## src/rtl/axis_pkt_packer.sv

```systemverilog
// AXI-Stream sample packer: gathers PACK_RATIO narrow samples into one wide beat.
// A tlast on any lane flushes the partial word, with tkeep marking the lanes in use.
// Optional packet counter on pkt_count, enabled by defining AXIS_PKT_PACKER_STATS_EN.
module axis_pkt_packer #(
    parameter int unsigned TDATA_WIDTH = 8,
    parameter int unsigned PACK_RATIO  = 4
) (
    input  logic                              aclk,
    input  logic                              resetn,
    input  logic                              s_axis_tvalid,
    output logic                              s_axis_tready,
    input  logic [TDATA_WIDTH-1:0]            s_axis_tdata,
    input  logic                              s_axis_tlast,
    output logic                              m_axis_tvalid,
    input  logic                              m_axis_tready,
    output logic [TDATA_WIDTH*PACK_RATIO-1:0] m_axis_tdata,
    output logic [TDATA_WIDTH*PACK_RATIO/8-1:0] m_axis_tkeep,
    output logic                              m_axis_tlast,
    output logic [31:0]                       pkt_count
);

    localparam int unsigned OutW      = TDATA_WIDTH * PACK_RATIO;
    localparam int unsigned KeepW     = OutW / 8;
    localparam int unsigned LaneBytes = TDATA_WIDTH / 8;
    localparam int unsigned LaneW     = ($clog2(PACK_RATIO) > 0) ? $clog2(PACK_RATIO) : 1;
    localparam logic [LaneW-1:0] LastLane = LaneW'(PACK_RATIO - 1);

    logic [LaneW-1:0]                       lane_q, lane_d;
    logic [PACK_RATIO-2:0][TDATA_WIDTH-1:0] acc_q, acc_d;
    logic [OutW-1:0]                        data_q, data_d;
    logic [KeepW-1:0]                       keep_q, keep_d;
    logic                                   last_q, last_d;
    logic                                   valid_q, valid_d;

    logic             accept;
    logic             close;
    logic [OutW-1:0]  acc_ext;
    logic [OutW-1:0]  word;
    logic [KeepW-1:0] word_keep;

    // Output register may take a new word when empty or being drained this cycle.
    assign s_axis_tready = ~valid_q | m_axis_tready;
    assign accept        = s_axis_tvalid & s_axis_tready;
    assign close         = accept & ((lane_q == LastLane) | s_axis_tlast);
    // Top lane is never stored; pad it so every lane can be sliced uniformly.
    assign acc_ext       = {{TDATA_WIDTH{1'b0}}, acc_q};

    // Assemble the closing word: stored lanes below `lane`, live sample at `lane`, zeros above.
    always_comb begin
        word      = '0;
        word_keep = '0;
        for (int k = 0; k < PACK_RATIO; k++) begin
            if (LaneW'(k) < lane_q) begin
                word[k*TDATA_WIDTH +: TDATA_WIDTH] = acc_ext[k*TDATA_WIDTH +: TDATA_WIDTH];
            end else if (LaneW'(k) == lane_q) begin
                word[k*TDATA_WIDTH +: TDATA_WIDTH] = s_axis_tdata;
            end
            if (LaneW'(k) <= lane_q) begin
                word_keep[k*LaneBytes +: LaneBytes] = '1;
            end
        end
    end

    // Next-state: accumulate, close a word into the output register, or drain it.
    always_comb begin
        lane_d  = lane_q;
        acc_d   = acc_q;
        data_d  = data_q;
        keep_d  = keep_q;
        last_d  = last_q;
        valid_d = valid_q;
        if (close) begin
            lane_d  = '0;
            acc_d   = '0;
            data_d  = word;
            keep_d  = word_keep;
            last_d  = s_axis_tlast;
            valid_d = 1'b1;
        end else begin
            if (accept) begin
                lane_d = lane_q + 1'b1;
                for (int k = 0; k < PACK_RATIO - 1; k++) begin
                    if (LaneW'(k) == lane_q) begin
                        acc_d[k] = s_axis_tdata;
                    end
                end
            end
            if (valid_q & m_axis_tready) begin
                valid_d = 1'b0;
            end
        end
    end

    // State registers with synchronous active-low reset.
    always_ff @(posedge aclk) begin
        if (!resetn) begin
            lane_q  <= '0;
            acc_q   <= '0;
            data_q  <= '0;
            keep_q  <= '0;
            last_q  <= 1'b0;
            valid_q <= 1'b0;
        end else begin
            lane_q  <= lane_d;
            acc_q   <= acc_d;
            data_q  <= data_d;
            keep_q  <= keep_d;
            last_q  <= last_d;
            valid_q <= valid_d;
        end
    end

    assign m_axis_tvalid = valid_q;
    assign m_axis_tdata  = data_q;
    assign m_axis_tkeep  = keep_q;
    assign m_axis_tlast  = last_q;

`ifdef AXIS_PKT_PACKER_STATS_EN
    logic [31:0] pkt_count_q;

    // Count packets as their last beat is handed downstream; wraps naturally.
    always_ff @(posedge aclk) begin
        if (!resetn) begin
            pkt_count_q <= '0;
        end else if (valid_q & m_axis_tready & last_q) begin
            pkt_count_q <= pkt_count_q + 32'd1;
        end
    end

    assign pkt_count = pkt_count_q;
`else
    assign pkt_count = '0;
`endif

endmodule

```

## config.mk

```make
export PLATFORM = sky130hd
export DESIGN_NAME = axis_pkt_packer
export DESIGN_NICKNAME = d
export VERILOG_FILES = /design/src/rtl/axis_pkt_packer.sv
export SDC_FILE = /design/constraint.sdc
export NUM_CORES = 1
export LEC_CHECK = 0
export BUFFER_PORTS_ARGS = -buffer_cell sky130_fd_sc_hd__clkbuf_2
export CAP_MARGIN = 20
export CORE_MARGIN = 1.5
export CORE_UTILIZATION = 35
export DETAILED_ROUTE_END_ITERATION = 8
export PLACE_DENSITY_LB_ADDON = 0.2
export SYNTH_ARGS = -nofsm -noshare
export SYNTH_HDL_FRONTEND = slang
export SYNTH_SLANG_ARGS = --single-unit
```

## constraint.sdc

```tcl
create_clock -name aclk -period 2.3 [get_ports aclk]
set_input_delay 0.23 -clock aclk [delete_from_list [all_inputs] [get_ports aclk]]
set_output_delay 0.23 -clock aclk [all_outputs]
set_load 0.01 [all_outputs]
```

* Yosys cells after proc, flatten, opt, wreduce, memory -nomap -nowiden *
Index checks and enable logic that the tools add are counted.

storage, ports and cells
  input bits = 13
  register bits after elaboration = 64

operators by class
  bitwise gates (word level) = 7
  magnitude comparators = 8
  mux-type cells = 14
  $add $sub $neg = 1
  equality and inequality tests = 4
  reductions and logical operators = 6

operators with widths
  kind                   count
  $mux W8                8
  $mux W1                6
  $reduce_and A2 Y1      3
  $eq A2 B2 Y1 const A   2
  $le A1 B2 Y1 const A   2
  $le A2 B2 Y1 const A   2
  $lt A1 B2 Y1 const A   2
  $lt A2 B2 Y1 const A   2
  $and A1 B1 Y1          3
  $add A2 B1 Y2 const B  1
  $eq A1 B2 Y1 const A   1
  $eq A2 B2 Y1 const B   1
  $logic_not A2 Y1       1
  $not A1 Y1             2
  $or A1 B1 Y1           2
  $reduce_bool A2 Y1     1
  $reduce_or A2 Y1       1

* Longest topological paths before layout *
  depth in word-level cells = 5
  mapped depth = 7

* Worst setup path before layout *
OpenSTA, ideal clock, no wires.

  kind = reg2reg
  from = register lane_q[1]
  to = register acc_q, in the netlist acc_ext[6]
  setup time = 0.120 ns
  clock period less this slack = 1.594 ns
  cell stages (with the launch flop) = 8
  arrival time = 1.474 ns
  path slack = 0.706 ns
  path through = dfxtp_1 > clkinv_1 > ha_1 > buf_2 > and2_1 > clkbuf_1 > nand3_1 > a21oi_2

on the way
  cells in the longest elaborated chain, start to end = 4
  elaborated cells on any way between the ends = 6
  those cells by class = eq/ne (1); bitwise (2); reduce/logical (3)

RTL lines
  item                               RTL line  RTL
  start: declaration                 28        logic [LaneW-1:0] lane_q, lane_d;
  start signal: assignment           104       lane_q <= lane_d;
  $eq A2 B2 Y1                       44        assign close = accept & ((lane_q == LastLane) | s_axis_tlast);
  $or A1 B1 Y1                       44
  $and A1 B1 Y1                      44
  $reduce_or A2 Y1 (no source line)  n/a
  end signal: assignment             98        acc_q <= '0;
  end signal: assignment             105       acc_q <= acc_d;
  end: declaration                   29        logic [PACK_RATIO-2:0][TDATA_WIDTH-1:0] acc_q, acc_d;

Parallel ways exist; a longest one is shown, timed or not.
A chain may end at the register's enable or synchronous reset.

* Final worst setup path *
  from = register lane_q[1]
  to = register acc_q, in the netlist acc_ext[3]

The elaborated chain is that of the path after synthesis.

==> reports/results.tsv <==
stage	metric	value	unit
critical_path	R2R Path End	acc_ext[3]	
clock_network	CTS clock-pin slew for the worst setup and hold paths	0.07	ns
critical_path	Crit-path slowest cell	dfxtp_1	
detailed_routing	final WL	7.95	mm
final_layout	commonest cells after routing, fill and taps aside	dfxtp_1 (64), clkbuf_2 (51), a31oi_1 (35), a21oi_1 (32), conb_1 (32)	
global_route	vias in the first global route	2325	
critical_path	RR Startpoint	lane_q[1]	
clock_network	CTS root buf	clkbuf_8	
sta	Tcrit/Tclk final	87.0	%
sta	achievable clock frequency	0.500	GHz
run_status	status	completed	
clock_network	Hold Buf Count CTS	0	
yosys	main combinational cell family by area after synthesis	compound AO/OA/AOI/OAI gates	
hold_path	hold path start	s_axis_tlast	
yosys	mean post-synth cell area	9.12	µm²
sta	setup violators final	0	
place	Placement Setup Slack	0.318	ns
critical_path	Largest delay share family, worst path	flip-flops	
global_route	pin count of the biggest net entering global routing	33	
clock_network	number of post-CTS setup repair buffers	0	
clock_network	total CTS buffers	9	
detailed_routing	post-DR vias/cell	5.16	
detailed_routing	WL/cell	16.2	µm
final_layout	Filler cells	890	
place	Cell Area, Placed	3240	µm²
critical_path	CP peak stage delay	0.54	ns
global_route	first-pass GRT wire length	12.8	mm
floorplan	die width	96.9	µm
detailed_routing	number of routed nets with antenna violations	0	
global_route	total track usage	17.1	%
hold_path	worst hold path stage count	2	
floorplan	core area	8640	µm²
critical_path	Worst setup SP type	register	
clock_network	H-tree levels	3	
sta	Fin. Hold Viols	0	
detailed_routing	# DRC	0	
yosys	Compound-Gate Fraction of Synth Area	27.7	%
sta	time the worst path needs with I/O delays and setup	2.00	ns
yosys	mapped cell area	3080	µm²
critical_path	critical path class	register to register	
critical_path	R2R depth	5	
power	leakage	1.42	nW
floorplan	initial core utilization	35.7	%
place	PortBufs	51	
floorplan	io pins	84	
critical_path	WP data required	2.57	ns
critical_path	crit-path max FO	14	
final_layout	P&R area growth vs syn	11.4	%
clock_network	post-cts gate resize count	0	
sta	setup TNS	0	ns
clock_network	clock latency on the worst-skew pair	0.34	ns
sta	Final Max Slew Viols	0	
final_layout	fin nets	398	
yosys	post-synthesis cell type count	33	
final_layout	ant diodes	0	
clock_network	TritonCTS clock tree	yes	
hold_path	min-delay worst type	primary input to register	
place	DP HPWL	5.28	mm
clock_network	clock tree buffer depth	2	
floorplan	row count	34	
global_route	initial antenna violation count	0	
final_layout	leading cell type in the layout, fill and taps excluded	dfxtp_1	
final_layout	multi-input logic area	1460	µm²
yosys	Post-Synth Adder-Cell Area	2.43	%
yosys	Synth Area in XOR/XNOR	0	%
clock_network	clock sink count	64	
yosys	yosys warns	0	
floorplan	Die Area	9380	µm²
critical_path	Worst EP arrival	2.27	ns
sta	Max-slew headroom	64.2	%
critical_path	endpoint type of the worst setup path	register	
job	Max Cap Viol	0	
yosys	area share of and/or/nand/nor cells after synthesis	10.6	%
power	IR drop worst, VDD	0.239	mV
global_route	GR Overflow Total	0	
detailed_routing	DR pass1 iterations	4	
sta	Worst Clk Skew	0.00762	ns
critical_path	Bufs and invs on worst path	1	
floorplan	Die Y	96.9	µm
final_layout	share of layout cells above drive strength 1	22.9	%
critical_path	r2r setup slk	0.30	ns
critical_path	CP Cell Sequence	clkinv_1 > ha_1 > nand2_1 > o21ai_0 > a21oi_1	
sta	PnR worst setup slack	0.300	ns
yosys	register area share after synthesis	41.5	%
detailed_routing	DR vias	2539	
yosys	mux share of post-synthesis cell area	2.60	%
detailed_routing	DR iter-0 viols	179	
sta	Worst Max-Slew Pin Slew	0.536	ns
final_layout	Register Area	1280	µm²
sta	RSZ-0062 raised after global routing	false	
power	P per Cell Area	720	nW/µm²
yosys	register bit total from synthesis	64	
final_layout	Design Area, Final	3440	µm²
yosys	Mapped Cells	338	
hold_path	worst hold endpoint	m_axis_tlast	
place	GPL Wtd Cong	0.765	
-- worst reg2reg max path: cells and delay by family, from the launching register on --
| kind | cells | cell delay, ns |
|---|---|---|
| AND/OR/NAND/NOR | 1 | 0.28 |
| AO/OA/AOI/OAI | 2 | 0.27 |
| buffers and inverters | 1 | 0.37 |
| adder cells (fa/ha/maj) | 1 | 0.48 |
| flip-flops | 1 | 0.54 |
-- per-stage QoR --
stage / hold WS (ns) / cells / power [mW] / util [%]
CTS: 0.143 / 492 / 2.50 / 39.8
global route: 0.170 / 492 / 2.59 / 39.8
detailed placement: 0.450 / 476 / 1.54 / 37.5
floorplan: 0.347 / 369 / 1.48 / -
finish: 0.163 / 492 / 2.47 / 39.8
global placement: 0.435 / 476 / 1.54 / 37.5
-- cell usage after synthesis, drive strengths merged --
cell type,count,share of area (%)
a211oi,26,6.7
nor2,1,0.12
a31oi,36,7.5
clkinv,1,0.12
buf,52,13
nand3,26,4.2
a41o,1,0.32
and2,11,2.2
ha,6,2.4
o21ai,26,4.2
nand2,5,0.61
nor3,1,0.32
nor2b,1,0.45
a21oi,34,5.8
and3b,8,2.3
a21o,1,0.24
o21a,2,0.49
clkbuf,12,1.5
and3,1,0.20
or2,1,0.20
conb,1,0.12
a22o,8,2.3
inv,4,0.49
dfxtp,64,42
a31o,1,0.28
mux2i,8,2.6
-- layer usage --
layer | up-vias | GRT usage [%] | wire, µm
met5 | - | 0 | 0
li1 | 1263 | - | -
met4 | 0 | 7.36 | 131
met1 | 1173 | 24.7 | 3870
met3 | 11 | 2.67 | 452
met2 | 92 | 25.1 | 3490
-- power by group --
| part | total (mW) | leakage, nW | switching [mW] | internal (mW) |
|---|---|---|---|---|
| clock | 0.955 | 0.0952 | 0.455 | 0.499 |
| combinational | 0.332 | 0.806 | 0.218 | 0.114 |
| sequential | 1.19 | 0.522 | 0.0288 | 1.16 |
| total | 2.47 | 1.42 | 0.703 | 1.77 |
-- layout make-up --
cell class	count	share of cell area, %
clock inverter	7	2.11
multi-input combinational	236	42.5
clock buffer	9	3.61
inverter	5	0.546
timing repair buffer	63	10.1
sequential	64	37.3
tap	108	3.93
-- state kept, by name, summed over array words and instances, names as in the netlist --
signal and count:
m_axis_tdata 32, lane_q 2, m_axis_tkeep 4, acc_ext 24, m_axis_tvalid 1, m_axis_tlast 1
-- worst max-delay path by stage --
stage,start,to,slack [ns],cells after the start
finish,lane_q[1],acc_ext[3],0.30,5
global route,lane_q[1],acc_ext[7],0.12,5
floorplan,lane_q[1],acc_ext[6],0.71,7
CTS,lane_q[1],acc_ext[3],0.29,5
detailed placement,lane_q[1],acc_ext[3],0.32,5
global placement,lane_q[1],acc_ext[6],0.44,5
-- kinds of logic (layout without fill, tap and decap cells) --
logic type               count (synthesis)  count (layout)
AND/OR/NAND/NOR                         55              55
AO/OA/AOI/OAI                          135             135
flip-flops                              64              64
multiplexers                             8               8
other                                    1              32
adder cells (fa/ha/maj)                  6               6
buffers and inverters                   69              84
Power figures use the tool's default switching activity.
